**src/rtl/shift_reg_pkg.sv**
```systemverilog
// Shared types and defaults for the PISO framer slice.
// PISO_PARITY_EN adds the PAR state (even parity bit after the data bits).
package shift_reg_pkg;

    localparam int unsigned PISO_WIDTH_DEF = 4;

`ifdef PISO_PARITY_EN
    typedef enum logic [2:0] {
        IDLE  = 3'd0,
        START = 3'd1,
        DATA  = 3'd2,
        PAR   = 3'd3,
        STOP  = 3'd4
    } piso_state_e;
`else
    typedef enum logic [2:0] {
        IDLE  = 3'd0,
        START = 3'd1,
        DATA  = 3'd2,
        STOP  = 3'd4
    } piso_state_e;
`endif

endpackage

```
**src/rtl/piso_shifter.sv**
```systemverilog
// Loadable right-shifting register; lsb is the next data bit to transmit.
module piso_shifter #(
    parameter int unsigned WIDTH = 4
) (
    input  logic             clk,
    input  logic             rst,
    input  logic             load,
    input  logic             shift,
    input  logic [WIDTH-1:0] din,
    output logic             lsb
);

    logic [WIDTH-1:0] shreg_q;
    logic [WIDTH-1:0] shreg_d;

    // Load wins over shift; zeros enter from the top.
    always_comb begin
        shreg_d = shreg_q;
        if (load) begin
            shreg_d = din;
        end else if (shift) begin
            shreg_d = {1'b0, shreg_q[WIDTH-1:1]};
        end
    end

    always_ff @(posedge clk or negedge rst) begin
        if (!rst) begin
            shreg_q <= '0;
        end else begin
            shreg_q <= shreg_d;
        end
    end

    assign lsb = shreg_q[0];

endmodule

```
**src/rtl/piso_framer.sv**
```systemverilog
// Parallel-in serial-out framer: start bit, WIDTH data bits LSB first, stop bit.
// Define PISO_PARITY_EN to insert an even parity bit before the stop bit.
module piso_framer
    import shift_reg_pkg::*;
#(
    parameter int unsigned WIDTH    = PISO_WIDTH_DEF,
    parameter logic        IDLE_LVL = 1'b0
) (
    input  logic             clk,
    input  logic             rst,
    input  logic [WIDTH-1:0] din,
    input  logic             din_valid,
    output logic             din_ready,
    output logic             sout,
    output logic             busy,
    output logic             done
);

    localparam int unsigned     CNT_W    = $clog2(WIDTH + 1);
    localparam logic [CNT_W-1:0] CNT_LAST = CNT_W'(WIDTH - 1);

    piso_state_e      state_q;
    piso_state_e      state_d;
    logic [CNT_W-1:0] bit_cnt_q;
    logic [CNT_W-1:0] bit_cnt_d;

    logic sout_q,      sout_d;
    logic busy_q,      busy_d;
    logic done_q,      done_d;
    logic din_ready_q, din_ready_d;

    logic accept;
    logic shift;
    logic shr_lsb;

`ifdef PISO_PARITY_EN
    logic parity_q;
    logic parity_d;
`endif

    // din_ready_q is a pure decode of state, so acceptance has no path from din_valid to din_ready.
    assign accept = din_valid && din_ready_q;

    piso_shifter #(
        .WIDTH (WIDTH)
    ) u_shifter (
        .clk   (clk),
        .rst   (rst),
        .load  (accept),
        .shift (shift),
        .din   (din),
        .lsb   (shr_lsb)
    );

    // State register.
    always_ff @(posedge clk or negedge rst) begin
        if (!rst) begin
            state_q <= IDLE;
        end else begin
            state_q <= state_d;
        end
    end

    // Next-state and bit counter.
    always_comb begin
        state_d   = state_q;
        bit_cnt_d = '0;
        case (state_q)
            IDLE: begin
                if (accept) begin
                    state_d = START;
                end
            end
            START: begin
                state_d = DATA;
            end
            DATA: begin
                if (bit_cnt_q == CNT_LAST) begin
`ifdef PISO_PARITY_EN
                    state_d = PAR;
`else
                    state_d = STOP;
`endif
                end else begin
                    bit_cnt_d = bit_cnt_q + CNT_W'(1);
                end
            end
`ifdef PISO_PARITY_EN
            PAR: begin
                state_d = PAR == state_q ? STOP : state_q;
            end
`endif
            STOP: begin
                state_d = IDLE;
            end
            default: begin
                state_d = IDLE;
            end
        endcase
    end

    // Outputs are decoded from the upcoming state so sout tracks the state it belongs to.
    always_comb begin
        sout_d      = IDLE_LVL;
        busy_d      = 1'b1;
        done_d      = 1'b0;
        din_ready_d = 1'b0;
        shift       = 1'b0;
        case (state_d)
            IDLE: begin
                busy_d      = 1'b0;
                din_ready_d = 1'b1;
                done_d      = (state_q == STOP);
            end
            START: begin
                sout_d = ~IDLE_LVL;
            end
            DATA: begin
                sout_d = shr_lsb;
                shift  = 1'b1;
            end
`ifdef PISO_PARITY_EN
            PAR: begin
                sout_d = parity_q;
            end
`endif
            STOP: begin
                sout_d = IDLE_LVL;
            end
            default: begin
                busy_d      = 1'b0;
                din_ready_d = 1'b1;
            end
        endcase
    end

`ifdef PISO_PARITY_EN
    // Parity is fixed at acceptance so later din changes cannot disturb it.
    always_comb begin
        parity_d = parity_q;
        if (accept) begin
            parity_d = ^din;
        end
    end

    always_ff @(posedge clk or negedge rst) begin
        if (!rst) begin
            parity_q <= 1'b0;
        end else begin
            parity_q <= parity_d;
        end
    end
`endif

    // Datapath and output registers.
    always_ff @(posedge clk or negedge rst) begin
        if (!rst) begin
            bit_cnt_q   <= '0;
            sout_q      <= IDLE_LVL;
            busy_q      <= 1'b0;
            done_q      <= 1'b0;
            din_ready_q <= 1'b1;
        end else begin
            bit_cnt_q   <= bit_cnt_d;
            sout_q      <= sout_d;
            busy_q      <= busy_d;
            done_q      <= done_d;
            din_ready_q <= din_ready_d;
        end
    end

    assign sout      = sout_q;
    assign busy      = busy_q;
    assign done      = done_q;
    assign din_ready = din_ready_q;

endmodule

```
**config.mk**
```make
export PLATFORM = sky130hd
export DESIGN_NAME = piso_framer
export DESIGN_NICKNAME = d
export VERILOG_FILES = /design/src/rtl/shift_reg_pkg.sv /design/src/rtl/piso_shifter.sv /design/src/rtl/piso_framer.sv
export SDC_FILE = /design/constraint.sdc
export NUM_CORES = 1
export LEC_CHECK = 0
export CAP_MARGIN = 10
export CORE_AREA = 5 5 42 44
export DETAILED_ROUTE_END_ITERATION = 10
export DIE_AREA = 0 0 47 49
export GPL_ROUTABILITY_DRIVEN = 0
export PLACE_DENSITY = 0.68
export SLEW_MARGIN = 25
export SYNTH_ARGS = -nofsm -noshare
export SYNTH_HDL_FRONTEND = slang
export SYNTH_HIERARCHICAL = 1
export SYNTH_SLANG_ARGS = --single-unit
```
**constraint.sdc**
```tcl
create_clock -name clk -period 1.95 [get_ports clk]
set_input_delay 0.39 -clock clk [delete_from_list [all_inputs] [get_ports clk]]
set_output_delay 0.39 -clock clk [all_outputs]
set_load 0.01 [all_outputs]
```
==> results by group, run 1 <==
CTS
  • Clock latency on the worst-skew pair: 0.27 ns
  • Cts hold-fix bufs: 0
  • CTS Buf Count: 3
  • CTS Sinks: 14
  • # resized after CTS: 0
  • Clk Tree Root Cell: clkbuf_4
  • Buffer count from post-CTS setup fixing: 0
  • CTS tree: done
  • H-Tree Depth: 1
  • CTS max path bufs: 2
  • Clk slew on worst S/H paths: 0.08 ns

STA
  • Setup Skew: 0.00174 ns
  • Final Cycle Share: 88.7%
  • Unrepaired setup endpoints after global routing: false
  • Setup violations, final: 0
  • Worst slew margin: 59.2%
  • Maximum clock rate: 0.578 GHz
  • Hold Fails Final Rpt: 0
  • Worst slew pin tran: 0.610 ns
  • Final setup TNS: 0 ns
  • Min Clock Period, post-route: 1.73 ns
  • Slew Limit Fails: 0

Global routing
  • First-pass GRT wire length: 1480 um
  • GR Layer Usage met1: 11.8%
  • All-layer global routing usage: 9.23%
  • GRT busiest layer: met2
  • GRT overflow: 0
  • Met3 Resource Use GR: 3.32%
  • M2 GR Usage: 12.2%
  • Vias in the first global route: 378
  • Largest net degree at the start of global routing: 15
  • Initial antenna violation count: 0

Logic synthesis
  • Yosys warnings: 6
  • Sequential-to-total area share from yosys stat: 61.8%
  • Syn nets: 56
  • Post-synth cell types: 18
  • Largest area contributor in the netlist: dfrtp_1
  • Synth top area share: 57.1%
  • Post-Synthesis Cells: 48
  • Synthesized cell area: 569 sq um
  • Synth area leaders: dfrtp_1 57%, mux2i_1 5.3%, dfstp_2 4.6%, nand2_1 4.0%, nor3b_1 4.0%
  • Avg Inst Size Synth: 11.9 sq um
  • Seq cells post-synth: 14

Route
  • Via-to-Cell Ratio: 4.99
  • Residual DRC count: 0
  • Number of DRC markers in iteration 0: 10
  • Vias: 389
  • ANT nets after route: 0
  • Final WL: 910 um
  • First-pass DRT Iterations: 4
  • Wire length per cell: 11.7 um

Die
  • Core Area: 1400 sq um
  • Standard-cell rows: 14
  • Die height: 49 um
  • Initial Util: 40.6%
  • Die Area: 2300 sq um
  • IO Pins: 11
  • Chip width: 47 um

Worst setup path
  • Crit-path max FO: 2
  • Crit path DAT: 1.34 ns
  • Crit-path cells: clkdlybuf4s50_1
  • Slowest Stage Delay on Critical Path: 0.54 ns
  • CP Buf/Inv Count: 1
  • Slowest stage cell, crit path: dfstp_2
  • Crit end category: output port
  • Startpoint type of the worst setup path: flip-flop
  • CP required: 1.56 ns
  • Worst setup path class: reg2out
  • CP delay by family, top: flip-flops

Power
  • Leakage power: 0.334 nW
  • P per Cell Area: 1440 nW/um^2
  • Peak VDD IR: 0.668 mV

Place
  • Port Buffers: 10
  • Placed cell area: 689 sq um
  • Post-DP HPWL: 656 um

Layout
  • Fraction of layout cells with a size suffix above 1: 14.5%
  • Finished Cell Area: 726 sq um
  • Area growth syn-to-layout: 27.5%
  • # diodes: 0
  • Multi-input logic area: 210 sq um
  • Reg area: 352 sq um
  • Nets: 71
  • # fillers: 141

Worst hold path
  • Worst min path class: reg2reg

Run status
  • Status: finished, final reports clean

Job
  • Max_cap viols: 0
-- Yosys cell counts, drive strengths merged --
cell,count
and4,1
o21ai,5
a21oi,1
ha,1
dfrtp,13
o221a,1
mux2i,3
dfstp,1
nor2b,2
nand2,6
or4,1
o221ai,1
nor2,4
nor3b,3
nand2b,3
inv,2
-- final timing paths --
check	startpoint	to	slack [ns]	cells after the start
min in group asynchronous	rst	done	0.49	1
worst min-delay path	bit_cnt_q[0]	bit_cnt_q[0]	0.44	1
max in group asynchronous	rst	bit_cnt_q[2]	1.06	1
worst max register to register	bit_cnt_q[0]	u_shifter/shreg_q[2]	0.31	6
worst min register to register	bit_cnt_q[0]	bit_cnt_q[0]	0.44	1
worst max-delay path	din_ready	din_ready	0.22	1
-- layer usage --
metal,up-vias,share of wire [%]
li1,195,-
met1,184,45
met2,8,47
met3,2,7.1
met4,0,0.77
met5,-,0
-- per-stage QoR --
stage	total power, mW	util [%]	hold WS (ns)	instances	setup slack (ns)
2_1_floorplan	0.720	-	0.0944	48	0.486
3_3_place_gp	0.846	49.2	0.430	74	0.336
3_5_place_dp	0.852	49.2	0.435	74	0.301
4_1_cts	1.06	51.8	0.447	78	0.194
5_1_grt	1.13	51.8	0.470	78	0.173
6_report	1.04	51.8	0.445	78	0.220
-- report_power, final --
group	internal, mW	switching [mW]	leakage [nW]
Combinational	0.195	0.178	0.133
Sequential	0.403	0.0621	0.180
Clock	0.113	0.0900	0.0210
-- cells by family (layout without fill, tap and decap cells) --
| family | count (synthesis) | count (layout) | synth area share (%) |
|---|---|---|---|
| compound gates | 8 | 8 | 9.45 |
| fa+ha+maj | 1 | 1 | 2.20 |
| buf+inv | 2 | 16 | 1.32 |
| flops | 14 | 14 | 61.8 |
| mux | 3 | 3 | 5.27 |
| simple gates | 20 | 20 | 20.0 |
-- final cells by class --
| cell class | instances | share of cell area, % |
|---|---|---|
| clock buffer | 4 | 5.00 |
| tap | 16 | 2.76 |
| timing repair buffer | 10 | 13.8 |
| inverter | 2 | 1.03 |
| sequential | 14 | 48.4 |
| multi-input combinational | 32 | 29.0 |
-- registers in the layout (all words and copies together), names as in the netlist --
register and cells:
state_q 3, bit_cnt_q 3, done 1, busy 1
u_shifter/shreg_q 4, din_ready 1, sout 1
-- placed cells by master (no fill, tap or decap) --
cell / synthesis / layout
and4_1: 1 / 1
dfrtp_1: 13 / 13
nor2b_1: 2 / 2
a21oi_2: 1 / 1
o21ai_0: 1 / 1
o221ai_1: 1 / 1
clkbuf_4: 0 / 3
nand2b_1: 2 / 2
dfstp_2: 1 / 1
clkdlybuf4s50_1: 0 / 10
inv_1: 2 / 2
nor3b_1: 3 / 3
nand2_1: 6 / 6
nor2_1: 4 / 4
o21ai_1: 4 / 4
ha_1: 1 / 1
nand2b_2: 1 / 1
o221a_2: 1 / 1
clkbuf_8: 0 / 1
mux2i_1: 3 / 3
or4_4: 1 / 1
Note: power is estimated with default switching activity, not from simulation.
==> run 2, diff against run 1 <==
Settings changed: REMOVE_ABC_BUFFERS set to 1.
Clock period 1.95 ns to 1.8 ns, I/O delays scaled along.
==> run 2 against run 1 <==
Wire length is 15% higher. Core utilization is 1.1 points higher. Count of clock-buffer cells in the layout stayed put. Total power is 11% higher. Critical path type unchanged. Highest routed layer unchanged. Die area stayed put. Flip-flop and latch count stayed put. Cell count is 2.6% higher. Worst hold slack worse by 0.10 ns. First-iteration DRC count is 30% lower. Sequential share of layout area is 0.98 points lower.
==> results by group, run 2 (synthesis results as in run 1) <==
Run status
  • Status: finished, final reports clean

Worst setup path
  • Slowest Stage Delay on Critical Path: 0.55 ns (about the same)
  • Startpoint type of the worst setup path: flip-flop
  • Crit-path cells: clkdlybuf4s50_1
  • Slowest stage cell, crit path: dfstp_2
  • Worst setup path class: reg2out
  • CP required: 1.44 ns (-0.12 ns)
  • Crit end category: output port
  • Crit-path max FO: 2 (unchanged)
  • Crit path DAT: 1.36 ns (+0.02 ns)
  • CP delay by family, top: flip-flops
  • CP Buf/Inv Count: 1 (unchanged)

CTS
  • # resized after CTS: 0 (unchanged)
  • Clk slew on worst S/H paths: 0.08 ns (about the same)
  • CTS max path bufs: 2 (unchanged)
  • CTS tree: done
  • Clk Tree Root Cell: clkbuf_4
  • CTS Buf Count: 3 (unchanged)
  • CTS Sinks: 14 (unchanged)
  • H-Tree Depth: 1 (unchanged)
  • Cts hold-fix bufs: 0 (unchanged)
  • Buffer count from post-CTS setup fixing: 0 (unchanged)
  • Clock latency on the worst-skew pair: 0.28 ns (about the same)

STA
  • Worst slew margin: 76.0% (+17 points)
  • Slew Limit Fails: 0 (unchanged)
  • Hold Fails Final Rpt: 0 (unchanged)
  • Setup violations, final: 0 (unchanged)
  • Final worst slack: 0.0810 ns (-0.139 ns)
  • Setup Skew: 0.00174 ns (+0.00000308 ns)
  • Unrepaired setup endpoints after global routing: false
  • Final setup TNS: 0 ns (unchanged)
  • Worst slew pin tran: 0.359 ns (-0.251 ns)
  • Maximum clock rate: 0.582 GHz
  • Final Cycle Share: 95.5%
  • Min Clock Period, post-route: 1.72 ns

Global routing
  • Initial antenna violation count: 0 (unchanged)
  • GRT overflow: 0 (unchanged)
  • All-layer global routing usage: 11.8% (+2.5 points)
  • Largest net degree at the start of global routing: 9 (-6)
  • First-pass GRT wire length: 1850 um (+25%)
  • Vias in the first global route: 410 (+8.5%)

Die
  • Die Area: 2300 sq um (unchanged)
  • Die height: 49 um (unchanged)
  • IO Pins: 11 (unchanged)
  • Standard-cell rows: 14 (unchanged)
  • Initial Util: 40.6% (unchanged)
  • Core Area: 1400 sq um (unchanged)
  • Chip width: 47 um (unchanged)

Route
  • Wire length per cell: 13.1 um (+12%)
  • Via-to-Cell Ratio: 5.11 (+2.5%)
  • ANT nets after route: 0 (unchanged)
  • Final WL: 1050 um (+15%)
  • Vias: 409 (+5.1%)
  • Number of DRC markers in iteration 0: 7 (-3)
  • Residual DRC count: 0 (unchanged)
  • First-pass DRT Iterations: 4 (unchanged)

Layout
  • Final core occ: 52.9% (+1.1 points)
  • # diodes: 0 (unchanged)
  • Number of flip-flops under the largest register name: 4 (unchanged)
  • Finished Cell Area: 741 sq um (+2.1%)
  • Largest Register: u_shifter/shreg_q
  • Nets: 73 (+2.8%)
  • # fillers: 144 (+2.1%)
  • Most frequent cells in the layout: 13 x dfrtp_1, 10 x clkdlybuf4s50_1, 6 x nand2_1, 4 x nor2_1, 4 x o21ai_1
  • Largest regs: u_shifter/shreg_q (4), bit_cnt_q (3), state_q (3)
  • Commonest non-fill, non-tap cell in the layout: dfrtp_1
  • Fraction of layout cells with a size suffix above 1: 17.2% (+2.7 points)
  • Area growth syn-to-layout: 30.1%

Place
  • Post-DP HPWL: 828 um (+26%)
  • Port Buffers: 10 (unchanged)
  • Pre-CTS setup slack: 0.261 ns (-0.0404 ns)
  • Placed cell area: 704 sq um (+2.2%)

Worst hold path
  • Worst min path class: in2async

Power
  • Peak VDD IR: 0.847 mV (+27%)
  • Leakage power: 0.343 nW (+2.7%)
  • Total power: 1.15 mW (+11%)
  • P per Cell Area: 1550 nW/um^2 (+8.3%)

Job
  • Max_cap viols: 0 (unchanged)
[run 2: changes by cell type in the layout (fill, tap and decap cells not counted)]
cell / delta
buf_4: +2
[run 2: power breakdown]
group | total [mW] | switching, mW | internal (mW)
Sequential | 0.512 | 0.0755 | 0.437
Clock | 0.227 | 0.103 | 0.123
Combinational | 0.412 | 0.195 | 0.217
Total | 1.15 | 0.374 | 0.777
[run 2: per-layer routing]
layer  track usage (%)  wire (um)  vias up  share of wire (%)
met4              8.29         32        0                3.1
met2              15.8        523       13                 50
met3              4.43         63        3                6.0
li1                  -          -      199                  -
met5                 0          0        -                  0
met1              14.9        430      194                 41
[run 2: worst paths after layout]
path / slack, ns / endpoint / depth (start not counted) / startpoint
setup / recovery: 0.08 / din_ready / 1 / din_ready
hold / removal: 0.34 / busy / 1 / rst
setup reg to reg: 0.28 / u_shifter/shreg_q[0] / 6 / bit_cnt_q[0]
hold reg to reg: 0.45 / bit_cnt_q[0] / 1 / bit_cnt_q[0]
max in group asynchronous: 1.02 / u_shifter/shreg_q[2] / 2 / rst
min in group clk: 0.45 / bit_cnt_q[0] / 1 / bit_cnt_q[0]
[run 2: area by class of cell]
class | instances | area (sq um) | area share (%)
inverters | 2 | 7.51 | 1.01
repair buffers | 12 | 115 | 15.5
flip-flops and latches | 14 | 352 | 47.5
multi-input cells | 32 | 210 | 28.4
well taps | 16 | 20.0 | 2.70
clock buffers | 4 | 36.3 | 4.90
[run 2: stage by stage]
stage	hold slack, ns	std cells
finish	0.345	80
global route	0.366	80
CTS	0.350	80
detailed placement	0.440	76
global placement	0.435	76
floorplan	0.0644	48
